===== config.mk =====
export PLATFORM = sky130hd
export DESIGN_NAME = rev_counter_display
export DESIGN_NICKNAME = d
export VERILOG_FILES = /design/src/rtl/seg7_pkg.sv /design/src/rtl/hex_to_seg7.sv /design/src/rtl/rev_counter_display.sv
export SDC_FILE = /design/constraint.sdc
export NUM_CORES = 1
export LEC_CHECK = 0
export CAP_MARGIN = 20
export CORE_MARGIN = 2
export CORE_UTILIZATION = 58
export CTS_CLUSTER_DIAMETER = 100
export DETAILED_ROUTE_END_ITERATION = 8
export GPL_TIMING_DRIVEN = 0
export PLACE_DENSITY = 0.89
export SYNTH_ARGS = -nofsm -noshare
export SYNTH_HDL_FRONTEND = slang
export SYNTH_SLANG_ARGS = --single-unit
export TNS_END_PERCENT = 50

===== constraint.sdc =====
create_clock -name clk -period 3.4 [get_ports clk]
set_clock_uncertainty 0.15 [all_clocks]
set_input_delay 0.85 -clock clk [delete_from_list [all_inputs] [get_ports clk]]
set_output_delay 0.85 -clock clk [all_outputs]
set_load 0.02 [all_outputs]

===== src/rtl/seg7_pkg.sv =====
// Shared constants for the seven-segment display path: active-low hex codes
// and the all-off values for segments and anodes.
package seg7_pkg;

  localparam logic [7:0] SEG_BLANK = 8'hFF;
  localparam logic [3:0] AN_OFF    = 4'hF;

  // Active-low {g,f,e,d,c,b,a}; entry 15 is first in the concatenation.
  localparam logic [15:0][6:0] HEX_SEG7 = {
    7'h0E, 7'h06, 7'h21, 7'h46,   // F E d C
    7'h03, 7'h08, 7'h10, 7'h00,   // b A 9 8
    7'h78, 7'h02, 7'h12, 7'h19,   // 7 6 5 4
    7'h30, 7'h24, 7'h79, 7'h40    // 3 2 1 0
  };

endpackage


===== src/rtl/hex_to_seg7.sv =====
// Combinational nibble to active-low seven-segment code lookup.
module hex_to_seg7
  import seg7_pkg::*;
(
  input  logic [3:0] i_nib,
  output logic [6:0] o_seg
);

  assign o_seg = HEX_SEG7[i_nib];

endmodule


===== src/rtl/rev_counter_display.sv =====
// Four-digit multiplexed hex display for the reversible counter, with a
// frame-synchronous shadow capture and a stretched ripple-carry LED.
module rev_counter_display
  import seg7_pkg::*;
#(
  parameter int unsigned SCAN_DIV = 100000,
  parameter int unsigned STRETCH  = 25000000,
  parameter bit          BLANK_LZ = 1'b1
) (
  input  logic        clk,
  input  logic        rst_n,
  input  logic [15:0] data,
  input  logic        rc,
  input  logic        freeze,
  output logic [3:0]  an,
  output logic [7:0]  seg,
  output logic        rc_led
);

  localparam int PRE_W = (SCAN_DIV > 2) ? $clog2(SCAN_DIV) : 1;
  localparam int ST_W  = $clog2(STRETCH + 1);

  logic [PRE_W-1:0] r_pre;
  logic [1:0]       r_dig;
  logic [15:0]      r_shadow;
  logic             r_freeze;
  logic             r_rc_q;
  logic [ST_W-1:0]  r_stretch;
  logic [3:0]       r_an;
  logic [7:0]       r_seg;
  logic             r_rc_led;

  logic             w_tick;
  logic             w_rc_rise;
  logic [15:0]      w_upper;
  logic             w_blank;
  logic [6:0]       w_seg7;

  assign w_tick    = (r_pre == PRE_W'(SCAN_DIV - 1));
  assign w_rc_rise = rc & ~r_rc_q;

  // Everything from the current digit upward; nibble select and blanking share it.
  assign w_upper = r_shadow >> {r_dig, 2'b00};
  assign w_blank = BLANK_LZ && (r_dig != 2'd0) && (w_upper == 16'h0000);

  hex_to_seg7 u_hex_to_seg7 (
    .i_nib (w_upper[3:0]),
    .o_seg (w_seg7)
  );

  always_ff @(posedge clk or negedge rst_n) begin
    if (!rst_n) begin
      r_pre    <= '0;
      r_dig    <= 2'd0;
      r_shadow <= 16'h0000;
      r_freeze <= 1'b0;
    end else begin
      r_freeze <= freeze;
      if (w_tick) begin
        r_pre <= '0;
        r_dig <= r_dig + 2'd1;
        // Capture only at frame wrap so a frame never mixes two counts.
        if (r_dig == 2'd3 && !r_freeze) begin
          r_shadow <= data;
        end
      end else begin
        r_pre <= r_pre + PRE_W'(1);
      end
    end
  end

  always_ff @(posedge clk or negedge rst_n) begin
    if (!rst_n) begin
      r_rc_q    <= 1'b0;
      r_stretch <= '0;
      r_rc_led  <= 1'b0;
    end else begin
      r_rc_q <= rc;
      if (w_rc_rise) begin
        r_stretch <= ST_W'(STRETCH);
      end else if (r_stretch != '0) begin
        r_stretch <= r_stretch - ST_W'(1);
      end
      r_rc_led <= (r_stretch != '0);
    end
  end

  always_ff @(posedge clk or negedge rst_n) begin
    if (!rst_n) begin
      r_an  <= AN_OFF;
      r_seg <= SEG_BLANK;
    end else if (w_blank) begin
      r_an  <= AN_OFF;
      r_seg <= SEG_BLANK;
    end else begin
      r_an  <= ~(4'b0001 << r_dig);
      r_seg <= {~((r_dig == 2'd0) && r_freeze), w_seg7};
    end
  end

  assign an     = r_an;
  assign seg    = r_seg;
  assign rc_led = r_rc_led;

endmodule


Word level (Yosys, flattened, before mapping)
Memories as Yosys holds them, arrays and structs flattened.
Cells that the tools add are included.
Widths: inputs -> output; s select.
Cells by class
  $add $sub $neg: 3
  order comparisons: 1
  eq/ne operators: 2
  shift operators: 2
  muxes and demuxes: 6
  bitwise operators: 4
  reductions and logical operators: 10
Operator list (count)
  $mux 25: 2
  $reduce_bool 25->1: 1
  $sub 25x1->25 const B: 1
  $add 17x1->17 const B: 1
  $eq 17x17->1 const B: 1
  $mux 17: 1
  $logic_not 16->1: 1
  $shr 16x4->16: 1
  $mux 8: 1
  $mux 7: 1
  $lt 4x5->1 const B: 1
  $mux 4: 1
  $not 4->4: 1
  $reduce_bool 2->1: 2
  $shl 1x2->4 const A: 1
  $logic_and 1x1->1: 3
  $add 2x1->2 const B: 1
  $eq 2x2->1 const B: 1
  $logic_not 2->1: 1
  $not 1->1: 2
  $reduce_and 2->1: 1
  $and 1x1->1: 1
  $logic_not 1->1: 1
Storage, ports and cells
  register bits: 75
  memory bits (read-only): 112
  bits of input ports: 20
  output and inout bits: 13
  memories kept: 1
Memories
  (no name shown): depth 16, width 7, read ports 1, clocked after Yosys merged registers in 0, wr ports 0, line hex_to_seg7.sv:9  | assign o_seg = HEX_SEG7[i_nib];

Logic depth before layout (Yosys ltp)
Gate-level depths: netlist (run 1).
  word-level depth: 4
  depth in mapped cells: 9
  gate-level depth less buffers: 7

Hierarchy
Synthesis (run 1) repeated with hierarchy kept, for this count alone.
Second synthesis, totals
  cells, all modules: 347
  area, all modules: 3857.4 um^2
Modules (own cells, without submodules)
  rev_counter_display: times used 1, cells each 315, area each 3582.2 um^2, seq. area each 1891.8 um^2
  hex_to_seg7: times used 1, cells each 32, area each 275.3 um^2, seq. area each 0.0 um^2

Worst setup path after synthesis (run 1)
No wires, ideal clock.
  kind: flip-flop to flip-flop
  start: reg r_dig[1]
  end: reg r_seg[5], in the netlist seg[5]
  library setup time: 0.111 ns
  arrival: 2.587 ns
  data required time: 3.139 ns
  path slack: 0.552 ns
  stages on the path, launching flop included: 10
  clock period less this slack: 2.848 ns
  cells stage by stage: dfrtp_1 > buf_2 > mux4_2 > inv_1 > ha_1 > inv_1 > or4_1 > a211o_1 > clkbuf_1 > o311ai_0
On the way
  cells in the longest elaborated chain, start to end: 4
RTL lines
  from (decl): line rev_counter_display.sv:24  | logic [1:0] r_dig;
  from (signal assigned): line rev_counter_display.sv:61  | r_dig <= r_dig + 2'd1;
  $shr 16x4->16: line rev_counter_display.sv:43  | assign w_upper = r_shadow >> {r_dig, 2'b00};
  $mem_v2 16x7 / $logic_not 16->1 (equally long branches)
  $mux 7 (implied by the code) / $logic_and 1x1->1 (equally long branches): line hex_to_seg7.sv:9, rev_counter_display.sv:44
  $mux 8 (*): line rev_counter_display.sv:92  | end else if (w_blank) begin
  to (signal assigned): line rev_counter_display.sv:97  | r_seg <= {~((r_dig == 2'd0) && r_freeze), w_seg7};
  to (decl): line rev_counter_display.sv:30  | logic [7:0] r_seg;
Mark *: on every way between the ends. The rest lies on a longest branch, timed or not. The select of a mux whose other input is x is not followed.
A chain may end at the register's enable or synchronous reset.

Worst setup path in the final report (run 1)
Same ends and word-level chain as after synthesis.

==> results.md, run 1 <==
- The flow ran to the end, and the final reports show no timing, DRC or antenna violations.
- Buffers inserted to repair hold after CTS numbered 0.
- The sum of internal, switching and leakage power is 2.041 mW.
- The wire length reported by the detailed router is 7.852 mm.
- After detailed routing, the average wire length per cell comes to 16.32 um.
- The share of layout cells above drive strength 1 is about 17%.
- The start point of the worst hold path is r_freeze.
- The pin count of the biggest net entering global routing is 76.
- The post-synthesis area per instance is roughly 11 um^2.
- The maximum frequency from static timing analysis is 314.4 MHz.
- The first global-routing pass estimated 13.88 mm of wire.
- The largest total area in the synthesized netlist belongs to sky130_fd_sc_hd__dfrtp_1.
- The first routing iteration left 192 violations.
- Ranked by total cell area, the synthesized netlist is headed by sky130_fd_sc_hd__dfrtp_1 (40%), sky130_fd_sc_hd__dfstp_2 (8.1%), sky130_fd_sc_hd__ha_1 (4.2%).
- The largest individual stage delay along the critical path comes from the cell sky130_fd_sc_hd__mux4_2.
- The number of nets in the finished design is 432.
- The proportion of power drawn by combinational gates is about an eighth.
- The async set-or-reset flop fraction in the synthesized netlist is 100.0%.
- The width of the die is around 86 um.
- The row count is 29.
- Port buffering added 32 buffers.
- For the worst setup path, the data required time is 3.47 ns.
- The worst path needs 3.181 ns of the cycle, external delays included.
- The clock share of power is 37.2%.
- The switching share of power is between 20% and 30%.
- The worst path buffer plus inverter count is 3.
- The start point of the critical path is r_dig[1].
- The internal power of the cells totals 1.505 mW.
- The clock net in this run drives a total of 75 sinks.
- The die outline area is 0.007424 mm^2.
- IR analysis of the VDD net gives a maximum drop of 0.2941 mV.
- The headroom to the max-slew limit is 38.64%.
- For the pin with the worst max-slew slack, the measured transition is 0.9204 ns.
- The post-synthesis instance area is 0.003915 mm^2.
- The via count of the first global-routing pass is 2987.
- Along the worst path, the maximum fanout reaches 10.
- The clock passes through at most 2 buffers.
- The number of failing setup endpoints in the final timing report is 0.
- Leaving out fill and tap cells, the most frequent cell in the layout is sky130_fd_sc_hd__dfrtp_1.
- For this configuration, the core starts out at a cell density of around three fifths.
- The initial antenna violation count is 0.
- The final instance count without filler cells is between 400 and 500.
- The fraction of the yosys area taken by sequential cells is 48.32%.
- The worst reg2reg path startpoint is r_dig[1].
- The half-perimeter wire length after detailed placement is 5.284 mm.
- The via-per-instance ratio is 5.948.
- The final critical path takes up roughly 94% of the cycle.
- The vias after detailed routing is 2861.
- The root buffer cell chosen for the clock tree is sky130_fd_sc_hd__clkbuf_8.
- The area of the core region is about 0.0064 mm^2.
- For this design the top-level I/O count stands at 33.
- The kind of launch point of the worst setup path is a flip-flop.
- Data arrives at the worst endpoint at 3.25 ns.
- The top cell family by delay on the critical path is compound AO/OA/AOI/OAI gates.
- The number of nets handed over by synthesis was 390.
- The dominant cell type by count on the critical path is sky130_fd_sc_hd__inv_1.
- Registers are responsible for 50.0% of the overall power.
- The total iterations of the first detailed-routing run is 4.
- In this run the power density over the cells is 448.9 mW/mm^2.
- The type of the worst min-delay path is flip-flop to flip-flop.
- The clock transition at the registers of the reported paths is 0.08 ns.
- The signal on the critical path passes through clkbuf_4 > mux4_2 > inv_1 > ha_1 > inv_1 > or4_1 > a211o_1 > o311ai_0.
- The switching power of the nets is 535.1 uW.
- The max-slew violation count is 0.
- The library cells used most frequently in the layout, excluding fill and tap cells, are sky130_fd_sc_hd__dfrtp_1 (62), sky130_fd_sc_hd__nand2_1 (34), sky130_fd_sc_hd__clkdlybuf4s50_1 (31).
- The post-placement cell area is 0.004329 mm^2.
- The worst-case hold slack is 0.2338 ns.
- The final weighted congestion of routability-driven global placement is 0.8498.
- The worst setup path is captured at a flip-flop.
- The H-tree depth reported by CTS is 3.
- The remaining global-route overflow is 0.
- The die is 86.16 um tall.
- For this run, the leading register cell type out of synthesis is sky130_fd_sc_hd__dfrtp_1.
- During synthesis, Yosys emitted a total of 0 warnings.
- Counting flops with a built-in enable in the synthesized netlist gives 0.
- On the worst path, the slowest cell contributes a delay of 0.58 ns.
- The post-synthesis register bit count is 75.
- The later pin in the worst-skew pair is clocked with a latency of 0.36 ns.
- The classification of the worst setup path is flip-flop to flip-flop.
- Counting every instance in the synthesized netlist gives 357.
- The residual DRC count is 0.
- In this run, CTS created clock tree buffers numbering 9.
- Relative to the synthesized area, the layout overhead comes to 16.11%.
- The count of final hold-check violations came to 0.
- The global-route usage over all layers is 23.96%.
- Setup repair after global routing left no endpoint under its margin.
- Counting distinct cell types in the post-synthesis netlist gives 53.
- Once placement completed, the tool counted placed cells totaling 466.
- The diode insertion count for antenna repair is 0.
- In this run the static leakage power is approximately 1.9 nW.
- Once layout is done, the placed cells without fillers occupy 0.004546 mm^2.
- The remaining antenna violation count is 0.
- The clock tree from TritonCTS is yes.
- The synthesized design devotes to its leading area cell type 40.27% of total area.
- The number of max-cap violations is 0.
-- cells in the mapped netlist (4+ instances only) --
cell type	n
sky130_fd_sc_hd__mux2_2	11
sky130_fd_sc_hd__and2_1	4
sky130_fd_sc_hd__nor3_1	8
sky130_fd_sc_hd__dfstp_2	12
sky130_fd_sc_hd__dfrtp_1	63
sky130_fd_sc_hd__inv_1	12
sky130_fd_sc_hd__ha_1	13
sky130_fd_sc_hd__clkbuf_1	7
sky130_fd_sc_hd__nand4_1	6
sky130_fd_sc_hd__nor4_1	8
sky130_fd_sc_hd__and4_1	5
sky130_fd_sc_hd__xnor2_1	16
sky130_fd_sc_hd__nand2_1	34
sky130_fd_sc_hd__o311ai_0	4
sky130_fd_sc_hd__or3_1	4
sky130_fd_sc_hd__a21oi_1	9
sky130_fd_sc_hd__xor2_1	18
sky130_fd_sc_hd__mux2_4	10
sky130_fd_sc_hd__mux4_2	5
sky130_fd_sc_hd__nand3_1	14
sky130_fd_sc_hd__buf_2	5
sky130_fd_sc_hd__nor2_1	28
sky130_fd_sc_hd__o21ai_0	8
sky130_fd_sc_hd__nor3b_1	7
-- kinds of logic (layout without fill, tap and decap cells) --
kind of cell | Yosys count | count (layout) | synth area share, %
buf+inv | 27 | 74 | 3.356
fa+ha+maj | 13 | 13 | 4.155
xor+xnor | 34 | 34 | 7.606
mux | 27 | 27 | 10.13
flops | 75 | 75 | 48.32
simple gates | 146 | 146 | 20.65
compound gates | 35 | 35 | 5.785
-- worst paths after layout --
path                                    end  slack (ns)  depth (start not counted)
worst max-delay path                 seg[5]        0.22                          8
worst min-delay path                 seg[7]        0.23                          1
worst max register to register       seg[5]        0.22                          8
worst min register to register       seg[7]        0.23                          1
max in group asynchronous          r_dig[1]        1.97                          1
min in group asynchronous       r_shadow[0]        0.49                          1
-- power groups by stage --
stage / logic, mW / clock network (mW) / registers, mW
finish: 0.261 / 0.758 / 1.02
global route: 0.297 / 0.813 / 1.03
CTS: 0.263 / 0.769 / 1.02
detailed placement: 0.260 / 0 / 1.04
global placement: 0.253 / 0 / 1.03
floorplan: 0.186 / 0 / 1.02
-- through the flow --
stage          TNS, ns  setup slack (ns)  utilization (%)
3_3_place_gp    -73.30            -1.114            67.45
2_1_floorplan        0            0.5523                -
6_report             0            0.2190            70.78
3_5_place_dp         0            0.1191            67.41
5_1_grt              0           0.06780            70.78
4_1_cts              0           0.02929            70.78
-- state kept, by name, summed over array words and instances (netlist names) --
signal and cells:
r_stretch 25, r_pre 17, r_shadow 16, seg 8, an 4, r_dig 2, r_freeze 1, r_rc_q 1
rc_led 1
-- cell type report --
| cell class | count | area, um^2 |
|---|---|---|
| Sequential cell | 75 | 1893 |
| Multi-Input combinational cell | 255 | 1892 |
| Fill cell | 426 | 1877 |
| Timing Repair Buffer | 32 | 317.8 |
| Clock buffer | 10 | 137.6 |
| Tap cell | 77 | 96.34 |
| Buffer | 13 | 81.33 |
| Clock inverter | 6 | 78.83 |
| Inverter | 13 | 48.80 |
-- routing by layer --
metal | vias to the layer above | share of wire, % | global-route usage, %
met1 | 1417 | 47 | 32.76
li1 | 1352 | - | -
met2 | 77 | 47 | 37.28
met4 | 0 | 1.9 | 7.504
met3 | 15 | 4.2 | 6.833
met5 | - | 0 | 0
-- worst register-to-register path, cell delays in order, from the launching register on --
cell and delay [ns]:
sky130_fd_sc_hd__dfrtp_2 0.43, sky130_fd_sc_hd__clkbuf_4 0.23, sky130_fd_sc_hd__mux4_2 0.58, sky130_fd_sc_hd__inv_1 0.18, sky130_fd_sc_hd__ha_1 0.20, sky130_fd_sc_hd__inv_1 0.09, sky130_fd_sc_hd__or4_1 0.55, sky130_fd_sc_hd__a211o_1 0.45
sky130_fd_sc_hd__o311ai_0 0.19
-- timing repair --
| item | 4_1_cts | 5_1_grt |
|---|---|---|
| buffers inserted | 0 | 0 |
| gates resized for setup | 0 | 2 |
| setup endpoints to repair | 0 | 8 |
No activity file was read; power rests on OpenSTA's default activity.
==> run 2, diff against run 1 <==
--- a/config.mk
+++ b/config.mk
@@ -6,9 +6,9 @@
 export NUM_CORES = 1
 export LEC_CHECK = 0
 export CAP_MARGIN = 20
-export CORE_MARGIN = 2
+export CORE_MARGIN = 8
 export CORE_UTILIZATION = 58
-export CTS_CLUSTER_DIAMETER = 100
+export CTS_CLUSTER_DIAMETER = 120
 export DETAILED_ROUTE_END_ITERATION = 8
 export GPL_TIMING_DRIVEN = 0
 export PLACE_DENSITY = 0.89
==> results.md, run 2 (synthesis results as in run 1) <==
- The run finished with clean final reports.
- The endpoint of the most critical register-to-register path is seg[5].
- The type of the worst min-delay path is flip-flop to flip-flop.
- The number of max-cap violations is 0 (unchanged).
- The buffers inserted during post-CTS setup optimization is 0 (unchanged).
- The fraction of the core area covered by cells at the end of the flow came to 67.85% (-2.9 points).
- The largest registers in the layout are r_stretch: 25 flops, r_pre: 17 flops, r_shadow: 16 flops.
- The layout overhead on the synthesized area is 15.79%.
- The clock share of power is 35.2% (-2.0 points).
- The final critical delay including setup and external delays is 3.233 ns (+0.05239 ns).
- The routed length per placed instance was 16.74 um (+2.5%).
- The worst hold path terminates at seg[7].
- The placement-stage worst setup slack is 0.1724 ns (+0.05327 ns).
- The diode insertion count for antenna repair came to 0 (unchanged).
- The setup slack on the worst flop-to-flop path was 0.17 ns (-0.05 ns).
- The final instance count without filler cells is 485 (+0.83%).
- The worst hold path depth is 1 (unchanged).
- The peak ir drop on the vdd network is 0.2298 mV (-22%).
- The startpoint identified for the worst register-to-register timing path is r_dig[1].
- The floorplan die height is 98.16 um (+14%).
- The starting density of the core is 58.60% (-2.4 points).
- The proportion of power drawn by combinational gates is 13.1% (+0.3 points).
- The max-slew violation count came to 0 (unchanged).
- The number of cells in the design after placement is 469 (+0.64%).
- The most common library cell in the layout ignoring fill and taps is sky130_fd_sc_hd__dfrtp_1.
- The starting DRC count in detailed routing is 124 (-35%).
- The critical path capture point type is a flip-flop.
- The number of top-level design ports is 33 (unchanged).
- The final weighted congestion of routability-driven global placement is 0.8363 (-1.6%).
- The share of the clock period used by the worst path after layout was 95.10% (+1.5 points).
- The number of resized instances in the post-cts repair step is 0 (unchanged).
- The wire length reported by the detailed router was 8.117 mm (+3.4%).
- The kind of launch point of the worst setup path is a flip-flop.
- The vias after detailed routing is 2858 (-0.10%).
- The insertion delay to the later sink of the worst-skew pair is 0.36 ns (about the same).
- The maximum frequency from static timing analysis is 309.3 MHz (-1.6%).
- The remaining antenna violation count was 0 (unchanged).
- The sequential cell fraction of total power is 51.6% (+1.6 points).
- The total power divided by cell area is 436.2 mW/mm^2 (-2.8%).
- The die outline area is 0.009635 mm^2 (+30%).
- The area of the multi-input gates is 0.001892 mm^2 (unchanged).
- The clock tree from TritonCTS is yes.
- The number of buffers created by CTS is 9 (unchanged).
- The total iterations of the first detailed-routing run came to 4 (unchanged).
- The final setup slack of the worst path is 0.1666 ns (-0.05239 ns).
- The residual DRC count is 0 (unchanged).
- The critical path in this run is classified as flip-flop to flip-flop.
- The number of fillers in the final layout came to 504 (+18%).
- The slew of the pin with the lowest slew margin is 0.9065 ns (-0.01395 ns).
- The start point of the worst hold path is r_freeze.
- The switching share of power is 27.29% (+1.1 points).
- The number of port buffers is 32 (unchanged).
- The number of hold buffers added after cts came to 0 (unchanged).
- The maximum root-to-sink buffer count is 2 (unchanged).
- In the layout the commonest cells are sky130_fd_sc_hd__dfrtp_1 (62), sky130_fd_sc_hd__nand2_1 (34), sky130_fd_sc_hd__clkdlybuf4s50_1 (31).
- The data required time at the worst endpoint is 3.48 ns (about the same).
- The headroom to the max-slew limit is 39.57% (+0.93 points).
- The number of failing setup endpoints in the final timing report is 0 (unchanged).
- The initial antenna violation count was 0 (unchanged).
- The pin count of the biggest net entering global routing came to 76 (unchanged).
- The clock transition at the registers of the reported paths is 0.08 ns (about the same).
- The via-per-instance ratio is 5.893 (-0.93%).
- Ranked by flip-flop count, first place goes to r_stretch.
- The leakage component of the power is 1.883 nW (-0.83%).
- The footprint of the flip-flops and latches was 0.001893 mm^2 (unchanged).
- The depth of the worst register-to-register path is 9 (+1).
- The H-tree depth reported by CTS is 3 (unchanged).
- The number of nets in the finished design is 433 (+0.23%).
- The cell sitting at the root of the clock tree is a sky130_fd_sc_hd__clkbuf_8.
- The area of the core region is 0.006681 mm^2 (+4.0%).
- The row count came to 30 (+3.4%).
- The via count of the first global-routing pass is 2974 (-0.44%).
- The share of layout cells above drive strength 1 was 16.30% (-0.29 points).
- The remaining global-route overflow is 0 (unchanged).
- The global-route usage over all layers is 17.74% (-6.2 points).
- The number of clock sinks came to 75 (unchanged).
- The internal cell power is 1.438 mW (-4.5%).
- The switching power of the nets came to 539.6 uW (+0.85%).
- The count of final hold-check violations came to 0 (unchanged).
- The arrival time at the worst endpoint is 3.31 ns (+0.06 ns).
- The width of the die is 98.16 um (+14%).
- The largest fanout on the critical path is 10 (unchanged).
- The half-perimeter wire length after detailed placement is 5.641 mm (+6.8%).
- The flip-flop count of the largest register after layout is 25 (unchanged).
- The first-pass GRT wire length is 13.91 mm (+0.20%).
- Setup repair after global routing left no endpoint under its margin.
## run 2: cell types whose count changed in the layout (fill, tap and decap cells not counted)
cell,previous run,this run
sky130_fd_sc_hd__clkinvlp_4,0,1
sky130_fd_sc_hd__bufinv_16,2,1
sky130_fd_sc_hd__clkinv_2,3,1
sky130_fd_sc_hd__clkinv_4,0,1
sky130_fd_sc_hd__clkinv_1,2,1
sky130_fd_sc_hd__clkbuf_1,6,9
## run 2: worst max-delay path by stage
| stage | slack, ns | startpoint | cells past startpoint | to |
|---|---|---|---|---|
| 2_1_floorplan | 0.55 | r_dig[1] | 9 | seg[5] |
| 3_3_place_gp | -1.13 | rst_n | 1 | r_pre[5] |
| 3_5_place_dp | 0.17 | r_dig[1] | 9 | seg[5] |
| 4_1_cts | 0.08 | r_dig[1] | 9 | seg[5] |
| 5_1_grt | 0.03 | r_dig[1] | 9 | seg[5] |
| 6_report | 0.17 | r_dig[1] | 9 | seg[5] |
## run 2: area by class of cell
class / count / share of cell area, %
multi-input cells: 255 / 41.73
plain buffers: 14 / 1.877
clock inverters: 4 / 1.132
repair buffers: 32 / 7.011
flip-flops and latches: 75 / 41.76
well taps: 80 / 2.208
inverters: 13 / 1.076
clock buffers: 12 / 3.202
## run 2: power by group through the flow
stage / sequential, mW / combinational [mW] / clock [mW]
after floorplan: 1.02 / 0.186 / 0
after detailed placement: 1.04 / 0.262 / 0
after global routing: 1.03 / 0.297 / 0.729
final: 1.02 / 0.260 / 0.697
after global placement: 1.03 / 0.253 / 0
after CTS: 1.02 / 0.264 / 0.702
## run 2: stage by stage
stage / setup TNS (ns) / cell area [um^2] / total power [mW] / hold WS (ns)
finish: 0 / 4533 / 1.977 / 0.2691
global route: 0 / 4533 / 2.059 / 0.2940
CTS: 0 / 4529 / 1.987 / 0.2730
detailed placement: 0 / 4333 / 1.300 / 0.2509
global placement: -74.64 / 4335 / 1.285 / 0.2540
floorplan: 0 / 3915 / 1.207 / 0.2181
## run 2: worst max-delay path, stage by stage, from the launching register on
cell and delay (ns):
sky130_fd_sc_hd__dfrtp_2 0.43, sky130_fd_sc_hd__clkbuf_4 0.23, sky130_fd_sc_hd__mux4_2 0.57, sky130_fd_sc_hd__inv_1 0.18
sky130_fd_sc_hd__ha_1 0.19, sky130_fd_sc_hd__inv_1 0.07, sky130_fd_sc_hd__or4_1 0.53, sky130_fd_sc_hd__a211o_1 0.29
sky130_fd_sc_hd__clkbuf_1 0.25, sky130_fd_sc_hd__o311ai_0 0.19
## run 2: per-layer routing
metal	up-vias	share of wire, %	track usage (%)
li1	1351	-	-
met1	1420	43	20.94
met2	66	51	29.45
met3	21	3.7	3.627
met4	0	2.7	10.15
met5	-	0	0
==> run 3, diff against run 2 <==
--- a/config.mk
+++ b/config.mk
@@ -9,6 +9,7 @@
 export CORE_MARGIN = 8
 export CORE_UTILIZATION = 58
 export CTS_CLUSTER_DIAMETER = 120
+export CTS_CLUSTER_SIZE = 10
 export DETAILED_ROUTE_END_ITERATION = 8
 export GPL_TIMING_DRIVEN = 0
 export PLACE_DENSITY = 0.89
==> results of run 3 <==
No change in the layout: final DEF, timing and power equal those of run 2.
